[src/rtl/dmem_arbiter.sv]
// dmem_arbiter: shares the data memory between the MEM stage and a debug port, with a bounded wait for debug.
// Build with DMEM_ARB_STATS_EN defined to add the stall_cycles and dbg_grants counters.
module dmem_arbiter #(
    parameter int ADDR_W     = 10,
    parameter int DATA_W     = 32,
    parameter int STARVE_MAX = 4
) (
    input  logic              clk,
    input  logic              rst,
    input  logic              cpu_req,
    input  logic              cpu_we,
    input  logic [ADDR_W-1:0] cpu_addr,
    input  logic [3:0]        cpu_sel,
    input  logic [DATA_W-1:0] cpu_wdata,
    output logic [DATA_W-1:0] cpu_rdata,
    output logic              cpu_stall,
    input  logic              dbg_req,
    input  logic              dbg_we,
    input  logic [ADDR_W-1:0] dbg_addr,
    input  logic [DATA_W-1:0] dbg_wdata,
    output logic              dbg_ack,
    output logic [DATA_W-1:0] dbg_rdata,
    output logic [ADDR_W-1:0] mem_addr,
    output logic [3:0]        mem_sel,
    output logic [DATA_W-1:0] mem_din,
    output logic              mem_we,
    input  logic [DATA_W-1:0] mem_dout
`ifdef DMEM_ARB_STATS_EN
    ,
    output logic [31:0]       stall_cycles,
    output logic [31:0]       dbg_grants
`endif
);
    localparam int CW = (STARVE_MAX < 1) ? 1 : $clog2(STARVE_MAX + 1);
    localparam logic [CW-1:0] SMAX = CW'(STARVE_MAX);

    typedef enum logic [1:0] {IDLE, PEND, ACK} state_t;

    state_t        state, state_nx;
    logic [CW-1:0] starve_cnt, starve_nx;
    logic          grant;

    always_comb begin
        grant     = (state == PEND) && (!cpu_req || starve_cnt == SMAX);
        state_nx  = state;
        starve_nx = starve_cnt;
        case (state)
            IDLE: if (dbg_req) begin
                state_nx  = PEND;
                starve_nx = '0;
            end
            PEND: if (grant) state_nx = ACK;
                  else starve_nx = starve_cnt + 1'b1;
            default: state_nx = IDLE;
        endcase
    end

    // rst gates the write strobe so an aborted transaction never reaches memory
    assign mem_addr  = grant ? dbg_addr : cpu_addr;
    assign mem_sel   = grant ? 4'b1111 : cpu_sel;
    assign mem_din   = grant ? dbg_wdata : cpu_wdata;
    assign mem_we    = !rst && (grant ? dbg_we : (cpu_req && cpu_we));
    assign cpu_stall = !rst && grant && cpu_req;
    assign cpu_rdata = mem_dout;
    assign dbg_ack   = (state == ACK);

    always_ff @(posedge clk) begin
        if (rst) begin
            state      <= IDLE;
            starve_cnt <= '0;
            dbg_rdata  <= '0;
        end else begin
            state      <= state_nx;
            starve_cnt <= starve_nx;
            if (grant) dbg_rdata <= mem_dout;
        end
    end

`ifdef DMEM_ARB_STATS_EN
    always_ff @(posedge clk) begin
        if (rst) begin
            stall_cycles <= '0;
            dbg_grants   <= '0;
        end else begin
            if (cpu_stall) stall_cycles <= stall_cycles + 32'd1;
            if (grant) dbg_grants <= dbg_grants + 32'd1;
        end
    end
`endif
endmodule

[config.mk]
export PLATFORM = sky130hd
export DESIGN_NAME = dmem_arbiter
export DESIGN_NICKNAME = d
export VERILOG_FILES = /design/src/rtl/dmem_arbiter.sv
export SDC_FILE = /design/constraint.sdc
export NUM_CORES = 1
export LEC_CHECK = 0
export ABC_AREA = 1
export CAP_MARGIN = 25
export CORE_MARGIN = 4
export CORE_UTILIZATION = 29
export CTS_CLUSTER_DIAMETER = 60
export DETAILED_ROUTE_END_ITERATION = 16
export HOLD_SLACK_MARGIN = 0.06
export PLACE_DENSITY = 0.83
export SLEW_MARGIN = 30
export SYNTH_ARGS = -nofsm -noshare
export SYNTH_HDL_FRONTEND = slang
export SYNTH_SLANG_ARGS = --single-unit
[constraint.sdc]
create_clock -name clk -period 1.8 [get_ports clk]
set_input_delay 0.18 -clock clk [delete_from_list [all_inputs] [get_ports clk]]
set_output_delay 0.18 -clock clk [all_outputs]
set_load 0.005 [all_outputs]
== After elaboration in Yosys (flattened, before gate mapping) ==
Index checks and enable logic that the tools add are counted.

* Add/subtract/negate cells: 1
* Equal/unequal tests: 6
* Mux-type cells: 10
* Reductions and logical operators: 12

{| class="wikitable"
|+ Operator list
! cell !! number
|-
| 2-to-1 mux 32 bit || 1
|-
| 2-to-1 mux 10 bit || 1
|-
| 2-to-1 mux 3 bit || 2
|-
| inequality test 2 bit, second input constant || 3
|-
| case mux 3 bit (2 select lines) || 1
|-
| logical AND 1 bit || 5
|-
| 2-to-1 mux 2 bit || 2
|-
| 2-to-1 mux 4 bit || 1
|-
| case mux 2 bit (2 select lines) || 1
|-
| adder 3 x 1 -> 3 bit, second input constant || 1
|-
| == test 3 bit, second input constant || 1
|-
| AND reduction 3 bit || 1
|-
| == test 2 x 1 -> 1 bit, second input constant || 1
|-
| == test 2 bit, second input constant || 1
|-
| zero test 1 bit || 2
|-
| zero test 2 bit || 1
|-
| AND reduction 2 bit || 1
|-
| nonzero test 2 bit || 1
|-
| logical OR 1 bit || 1
|-
| 2-to-1 mux 1 bit || 1
|}

* Flip-flop bits (word level): 37
* Input port bits: 126
* Output and inout bits: 113
* Logic and storage cells: 32

== Logic depth before layout (Yosys ltp) ==
Gate-level depths: netlist (run 1).

* Depth in word-level cells: 5
* Mapped depth: 10
* Depth with buffers taken out: 9

== Least setup slack after synthesis (run 1) ==
Ideal clock, no wire load.

* Path type: register to output
* Start point: register starve_cnt[0]
* End point: output port mem_din[20]
* Arrival: 1.199 ns
* Data required time: 1.620 ns
* Path slack: 0.421 ns
* Stages on the path, launching flop included: 10
* Buffers on the path: 2
* Cells stage by stage: dfxtp_1 inv_1 ha_1 nand2_1 nand2_1 nand2_4 buf_6 buf_4 nand2_1 nand2_1

* Longest elaborated chain between the ends: 4

{| class="wikitable"
|+ Ends and longest elaborated chain
! what !! RTL line !! text
|-
| from (decl) || 40 || <nowiki>logic [CW-1:0] starve_cnt, starve_nx;</nowiki>
|-
| from (signal assigned) || 74 || <nowiki>starve_cnt <= starve_nx;</nowiki>
|-
| == test 3 bit || 44 || <nowiki>grant = (state == PEND) && (!cpu_req || starve_cnt == SMAX);</nowiki>
|-
| logical OR 1 bit || 44 ||
|-
| logical AND 1 bit || 44 ||
|-
| 2-to-1 mux 32 bit || 61 || <nowiki>assign mem_din = grant ? dbg_wdata : cpu_wdata;</nowiki>
|-
| to (decl) || 25 || <nowiki>output logic [DATA_W-1:0] mem_din,</nowiki>
|}

Every way passes these cells.

== Worst setup path in the final report (run 1) ==
* Start point: register starve_cnt[1]
* End point: output port mem_we

* Longest elaborated chain between the ends: 5

{| class="wikitable"
|+ Ends and longest elaborated chain
! what !! RTL line !! text
|-
| == test 3 bit || 44 ||
|-
| logical OR 1 bit || 44 ||
|-
| logical AND 1 bit || 44 ||
|-
| 2-to-1 mux 1 bit || 62 || <nowiki>assign mem_we = !rst && (grant ? dbg_we : (cpu_req && cpu_we));</nowiki>
|-
| logical AND 1 bit || 62 ||
|-
| to (decl) || 26 || <nowiki>output logic mem_we,</nowiki>
|}

Every way passes these cells.

==> flow_summary.toml, run 1 <==
[pwr]
worst_ir_drop_vdd_v = 0.000435
finalPower_uw = 2600
p_per_area_nw_per_um2 = 522
power_leakage_uw = 0.00219

[routing]
dr_total_vias = 3047
drt_iter0_markers = 60
dr.pass1.iters = 5
postRouteWirelength_um = 10500
drt_drc_violations_left = 0
post_route_antenna_net_violation_count = 0
route.detailed.wl_per_inst_um = 15.2
post_drt_via_cell_ratio = 4.44

[outcome]
status = "complete, but fails checks"
violations = "negative setup slack"

[clocking]
cts_tree = "done"
worst_path_clk_slew_ns = 0.08
max-clock-path-buffers = 2
cts_buffers = 5
cts_num_sinks = 37
cts.htree.levels = 2
worst_skew_pair.late_latency_ns = 0.29
postCtsHoldBufs = 0
cts_root_buffer_type = "sky130_fd_sc_hd__clkbuf_8"

[grt]
grt_pass1_vias = 2964
pin_count_of_the_biggest_net_entering_global_routing = 34
grt.overflow.total = 0
grt_pass1_wl_um = 14300
grt_usage = 0.202
antenna_violations_before_repair = 0

[critical_path]
timing.critical_path.to_type = "primary output"
timing.critical_path.required_ns = 1.62
worst-endpoint-arrival_ns = 1.65
timing.critical_path.from_type = "flip-flop"
path_max_fanout = 5
worst-setup-path-type = "flip-flop to primary output"

[finish]
layout.cells.most_common = "sky130_fd_sc_hd__clkdlybuf4s50_1"
drive_gt1_frac = 0.252
area_delta_synth_final_pct = 125
final_cell_mix = "sky130_fd_sc_hd__clkdlybuf4s50_1 (190), sky130_fd_sc_hd__nand2_1 (93), sky130_fd_sc_hd__nor2_1 (73), sky130_fd_sc_hd__dfxtp_1 (35), sky130_fd_sc_hd__nand2_2 (29)"
finish.net_count = 714
finalCoreUtilization = 0.678
antennaDiodeCount = 0
fin_cells = 686

[synthesis]
synth_area_per_cell_um2 = 6.22
proportion_of_netlist_area_held_by_the_largest_area_contributor = 0.335
synth.yosys.seq_area_share = 0.335
synth.top_cells.by_area = "sky130_fd_sc_hd__dfxtp_1 (34%), sky130_fd_sc_hd__nand2_1 (24%), sky130_fd_sc_hd__nor2_1 (12%)"
syn_area_um2 = 2210
ys_types = 18
yosys_register_bits = 37
synthDominantAreaCellType = "sky130_fd_sc_hd__dfxtp_1"
syn-instance-count = 355
ys.warnings.count = 0
mappedNetlistNets = 483

[sta]
timing.final.max_slew_violations = 0
timing.final.crit_period_ns = 1.83
rsz0062_at_grt = "yes"
worst_slew_pin_slew_ns = 0.288
fmax_mhz = 547
timing.final.ws_setup_ns = -0.0297
fin_tns_setup_ns = -0.0394
fin_skew_ns = 0.00575
min_period_over_period = 1.02
slew-limit-headroom = 0.808
finalHoldViolations = 0
setup_violations = 4

[floorplanning]
die_h_um = 95.3
fp.dieArea_um2 = 9080
placementRows = 31
boundaryPins = 239
die_width_um = 95.3
initial_core_util = 0.301
core_area_um2 = 7330

[hold_path]
min-delay-path-class = "flip-flop to flip-flop"

[placed_design]
total_placed_cells_including_tap_cells = 655
place_hpwl_um = 7600
gpl.final_weighted_congestion = 0.761
portBuffers = 238

[run]
maxCapViolCount = 0
layout make-up:
class                      instances  area (um2)
sequential                        37         743
tap                               99         124
clock buffer                       5        68.8
clock inverter                     3        21.3
timing repair buffer             275        2680
inverter                           8        42.5
multi-input combinational        259        1290
fill                             570        2360
sequential cells by signal, summed over array words and instances, names as in the netlist:
register    cells
dbg_rdata      32
starve_cnt      3
state           2
worst paths after layout:
| kind | end | from | depth (start not counted) | slack (ns) |
|---|---|---|---|---|
| worst min-delay path | dbg_rdata[19]$_SDFFE_PP0P_ | dbg_rdata[19]$_SDFFE_PP0P_ | 2 | 0.49 |
| worst max-delay path | mem_we | starve_cnt[1]$_SDFFE_PP0P_ | 11 | -0.03 |
| worst max register to register | dbg_rdata[15]$_SDFFE_PP0P_ | starve_cnt[1]$_SDFFE_PP0P_ | 11 | 0.07 |
| worst min register to register | dbg_rdata[19]$_SDFFE_PP0P_ | dbg_rdata[19]$_SDFFE_PP0P_ | 2 | 0.49 |
Yosys cell counts:
master / number
sky130_fd_sc_hd__buf_6: 6
sky130_fd_sc_hd__nand3_1: 3
sky130_fd_sc_hd__inv_1: 6
sky130_fd_sc_hd__inv_2: 1
sky130_fd_sc_hd__inv_4: 1
sky130_fd_sc_hd__buf_2: 4
sky130_fd_sc_hd__or2_1: 4
sky130_fd_sc_hd__clkbuf_2: 2
sky130_fd_sc_hd__dfxtp_1: 37
sky130_fd_sc_hd__nor2_2: 1
sky130_fd_sc_hd__clkbuf_1: 3
sky130_fd_sc_hd__nor2_1: 73
sky130_fd_sc_hd__nand2_4: 1
sky130_fd_sc_hd__ha_1: 2
sky130_fd_sc_hd__buf_4: 36
sky130_fd_sc_hd__a21oi_1: 1
sky130_fd_sc_hd__o21ai_0: 34
sky130_fd_sc_hd__nand2_1: 140
repair_timing:
item                                    4_1_cts  5_1_grt
setup buffers                                16        4
endpoints found under the setup margin       48       52
cloned                                        3        5
hold endpoints to repair                      0        0
resized for setup                           129      154
pin swaps                                     2       32
through the flow:
step | area [um2] | setup WS, ns | hold slack (ns)
2_1_floorplan | 2210 | 0.421 | 0.252
3_3_place_gp | 4490 | -0.233 | 0.461
3_5_place_dp | 4490 | -0.259 | 0.471
4_1_cts | 4780 | -0.129 | 0.490
5_1_grt | 4970 | -0.113 | 0.513
6_report | 4970 | -0.0297 | 0.485
layer usage:
| layer | GRT usage | part of all wire |
|---|---|---|
| met1 | 0.199 | 0.34 |
| met2 | 0.384 | 0.53 |
| met3 | 0.0781 | 0.11 |
| met4 | 0.0601 | 0.024 |
| met5 | 0 | 0 |
worst max-delay path, cell delays in order (launching register included):
cell and delay (ns):
sky130_fd_sc_hd__dfxtp_2 0.33, sky130_fd_sc_hd__inv_2 0.07, sky130_fd_sc_hd__ha_4 0.14, sky130_fd_sc_hd__nand2_4 0.04
sky130_fd_sc_hd__nand2_4 0.08, sky130_fd_sc_hd__nand2_8 0.09, sky130_fd_sc_hd__buf_12 0.14, sky130_fd_sc_hd__buf_8 0.12
sky130_fd_sc_hd__nor2_4 0.07, sky130_fd_sc_hd__nand2_1 0.05, sky130_fd_sc_hd__o21ai_1 0.07, sky130_fd_sc_hd__buf_2 0.13
cells by family (layout without fill, tap and decap cells):
kind of cell               count (synthesis)  in the layout  share of synthesized area
and+or+nand+nor                          222            222                      0.388
buffers and inverters                     59            291                      0.186
DFF                                       37             37                      0.335
AOI/OAI and AO/OA                         35             35                     0.0793
adders and majority gates                  2              2                     0.0113
power breakdown:
group | internal (uW) | switching [uW]
sequential | 874 | 26.4
clock | 275 | 314
combinational | 684 | 423
total | 1830 | 764
No activity file was read; power rests on OpenSTA's default activity.
==> inputs of run 2 (changes only) <==
SETUP_SLACK_MARGIN = 0.15   (was default)
==> flow_summary.toml, run 2 (same netlist as run 1, synthesis figures left out) <==
[placed_design]
gpl.final_weighted_congestion = 0.761
pre_cts_slack_ns = -0.259
total_placed_cells_including_tap_cells = 655
place_area_um2 = 4490
portBuffers = 238
place_hpwl_um = 7600

[outcome]
status = "complete, but fails checks"
violations = "negative setup slack"

[finish]
largest_register_ffs = 32
antennaDiodeCount = 0
final_cell_mix = "sky130_fd_sc_hd__clkdlybuf4s50_1 (190), sky130_fd_sc_hd__nand2_1 (90), sky130_fd_sc_hd__nor2_1 (64), sky130_fd_sc_hd__buf_2 (40), sky130_fd_sc_hd__nand2_2 (37)"
fin_cells = 703
layout.cells.most_common = "sky130_fd_sc_hd__clkdlybuf4s50_1"
largest_register = "dbg_rdata"
layout.cell_area.non_filler_um2 = 5340
reg_top3 = "dbg_rdata x32, starve_cnt x3, state x2"
drive_gt1_frac = 0.331
area_delta_synth_final_pct = 142
finish.net_count = 731

[critical_path]
timing.critical_path.from_type = "flip-flop"
cp-startpoint = "starve_cnt[1]$_SDFFE_PP0P_"
worst-setup-path-type = "flip-flop to primary output"
timing.critical_path.to_type = "primary output"
reg2reg_from = "starve_cnt[1]$_SDFFE_PP0P_"
max_stage_delay_ns = 0.34
critical_path.slowest_cell = "sky130_fd_sc_hd__dfxtp_2"
crit_top_cell = "sky130_fd_sc_hd__nand2_4"
timing.critical_path.required_ns = 1.62
worst-endpoint-arrival_ns = 1.74
worstPathCellList = "inv_2 > ha_4 > nand2_4 > nand2_4 > nand2_8 > inv_12 > buf_12 > buf_16 > or2_1 > buf_2"
path_max_fanout = 7

[sta]
setup_violations = 32
timing.final.max_slew_violations = 0
slew-limit-headroom = 0.680
fin_skew_ns = 0.00875
fmax_mhz = 520
finalHoldViolations = 0
rsz0062_at_grt = "yes"
timing.final.ws_setup_ns = -0.123
worst_slew_pin_slew_ns = 0.480
timing.final.crit_period_ns = 1.92
min_period_over_period = 1.07

[routing]
route.detailed.wl_per_inst_um = 16.1
drt_drc_violations_left = 0
postRouteWirelength_um = 11300
drt_iter0_markers = 46
post_drt_via_cell_ratio = 4.53
dr_total_vias = 3188
post_route_antenna_net_violation_count = 0
dr.pass1.iters = 7

[clocking]
worst_path_clk_slew_ns = 0.09
cts.htree.levels = 2
cts_num_sinks = 37
max-clock-path-buffers = 2
cts_root_buffer_type = "sky130_fd_sc_hd__clkbuf_8"
cts_tree = "done"
postCtsHoldBufs = 0
cts_buffers = 5
worst_skew_pair.late_latency_ns = 0.29

[grt]
pin_count_of_the_biggest_net_entering_global_routing = 34
grt.overflow.total = 0
grt_pass1_vias = 3081
grt_pass1_wl_um = 14900
grt_usage = 0.210
antenna_violations_before_repair = 0

[floorplanning]
boundaryPins = 239
placementRows = 31
initial_core_util = 0.301
fp.dieArea_um2 = 9080
die_h_um = 95.3
core_area_um2 = 7330
die_width_um = 95.3

[hold_path]
min-delay-path-class = "flip-flop to flip-flop"
timing.hold.worst.start = "dbg_rdata[6]$_SDFFE_PP0P_"

[pwr]
p_per_area_nw_per_um2 = 512
worst_ir_drop_vdd_v = 0.000423
power_leakage_uw = 0.00237

[run]
maxCapViolCount = 0
## run 2: cell count changes in the layout (fill, tap and decap cells not counted), moves of 7 or more
cell,previous run,this run
sky130_fd_sc_hd__clkbuf_2,15,3
sky130_fd_sc_hd__nor2_1,73,64
sky130_fd_sc_hd__o21ai_2,0,21
sky130_fd_sc_hd__o21ai_1,11,4
sky130_fd_sc_hd__nand2_2,29,37
sky130_fd_sc_hd__buf_2,25,40
sky130_fd_sc_hd__o21ai_0,23,8
## run 2: cell type report
type,count,area [um2]
repair buffers,292,2940
fillers,559,1990
multi-input cells,259,1410
flip-flops and latches,37,743
well taps,99,124
clock buffers,5,68.8
inverters,8,42.5
clock inverters,3,21.3
## run 2: per-stage QoR
stage                     hold slack [ns]  utilization  setup TNS [ns]  total power [uW]
after detailed placement            0.471        0.613           -9.40              1920
final                               0.486        0.729           -1.43              2730
after global placement              0.461        0.613           -7.71              1900
after CTS                           0.490        0.664          -0.851              2600
after global routing                0.513        0.729           -5.18              2890
after floorplan                     0.252            -               0              1260
## run 2: timing repair
action,4_1_cts,5_1_grt
pin swaps,19,11
endpoints found under the setup margin,71,72
buffers inserted,20,9
cloned,5,6
resized for setup,251,107
## run 2: path summary, 6_finish.rpt
kind	endpoint	slack [ns]	cells past startpoint
setup / recovery	mem_sel[2]	-0.12	10
hold / removal	dbg_rdata[6]$_SDFFE_PP0P_	0.49	2
setup reg to reg	dbg_rdata[31]$_SDFFE_PP0P_	0.06	12
hold reg to reg	dbg_rdata[6]$_SDFFE_PP0P_	0.49	2
## run 2: worst max-delay path: cells and delay by family, from the launching register on
kind                       cells  cell delay, ns
buffers and inverters          5            0.49
and+or+nand+nor                4            0.45
DFF                            1            0.34
adders and majority gates      1            0.16
## run 2: routing by layer
| metal | wire, um | GRT usage |
|---|---|---|
| met5 | 0 | 0 |
| met4 | 174 | 0.0541 |
| met3 | 1210 | 0.0805 |
| met2 | 6140 | 0.403 |
| met1 | 3790 | 0.211 |
## run 2: where the power goes
group          internal, uW  switching (uW)  leakage, uW
Combinational           759             470      0.00202
Sequential              874            31.1     0.000303
Clock                   275             325    0.0000445
Total                  1910             826      0.00237
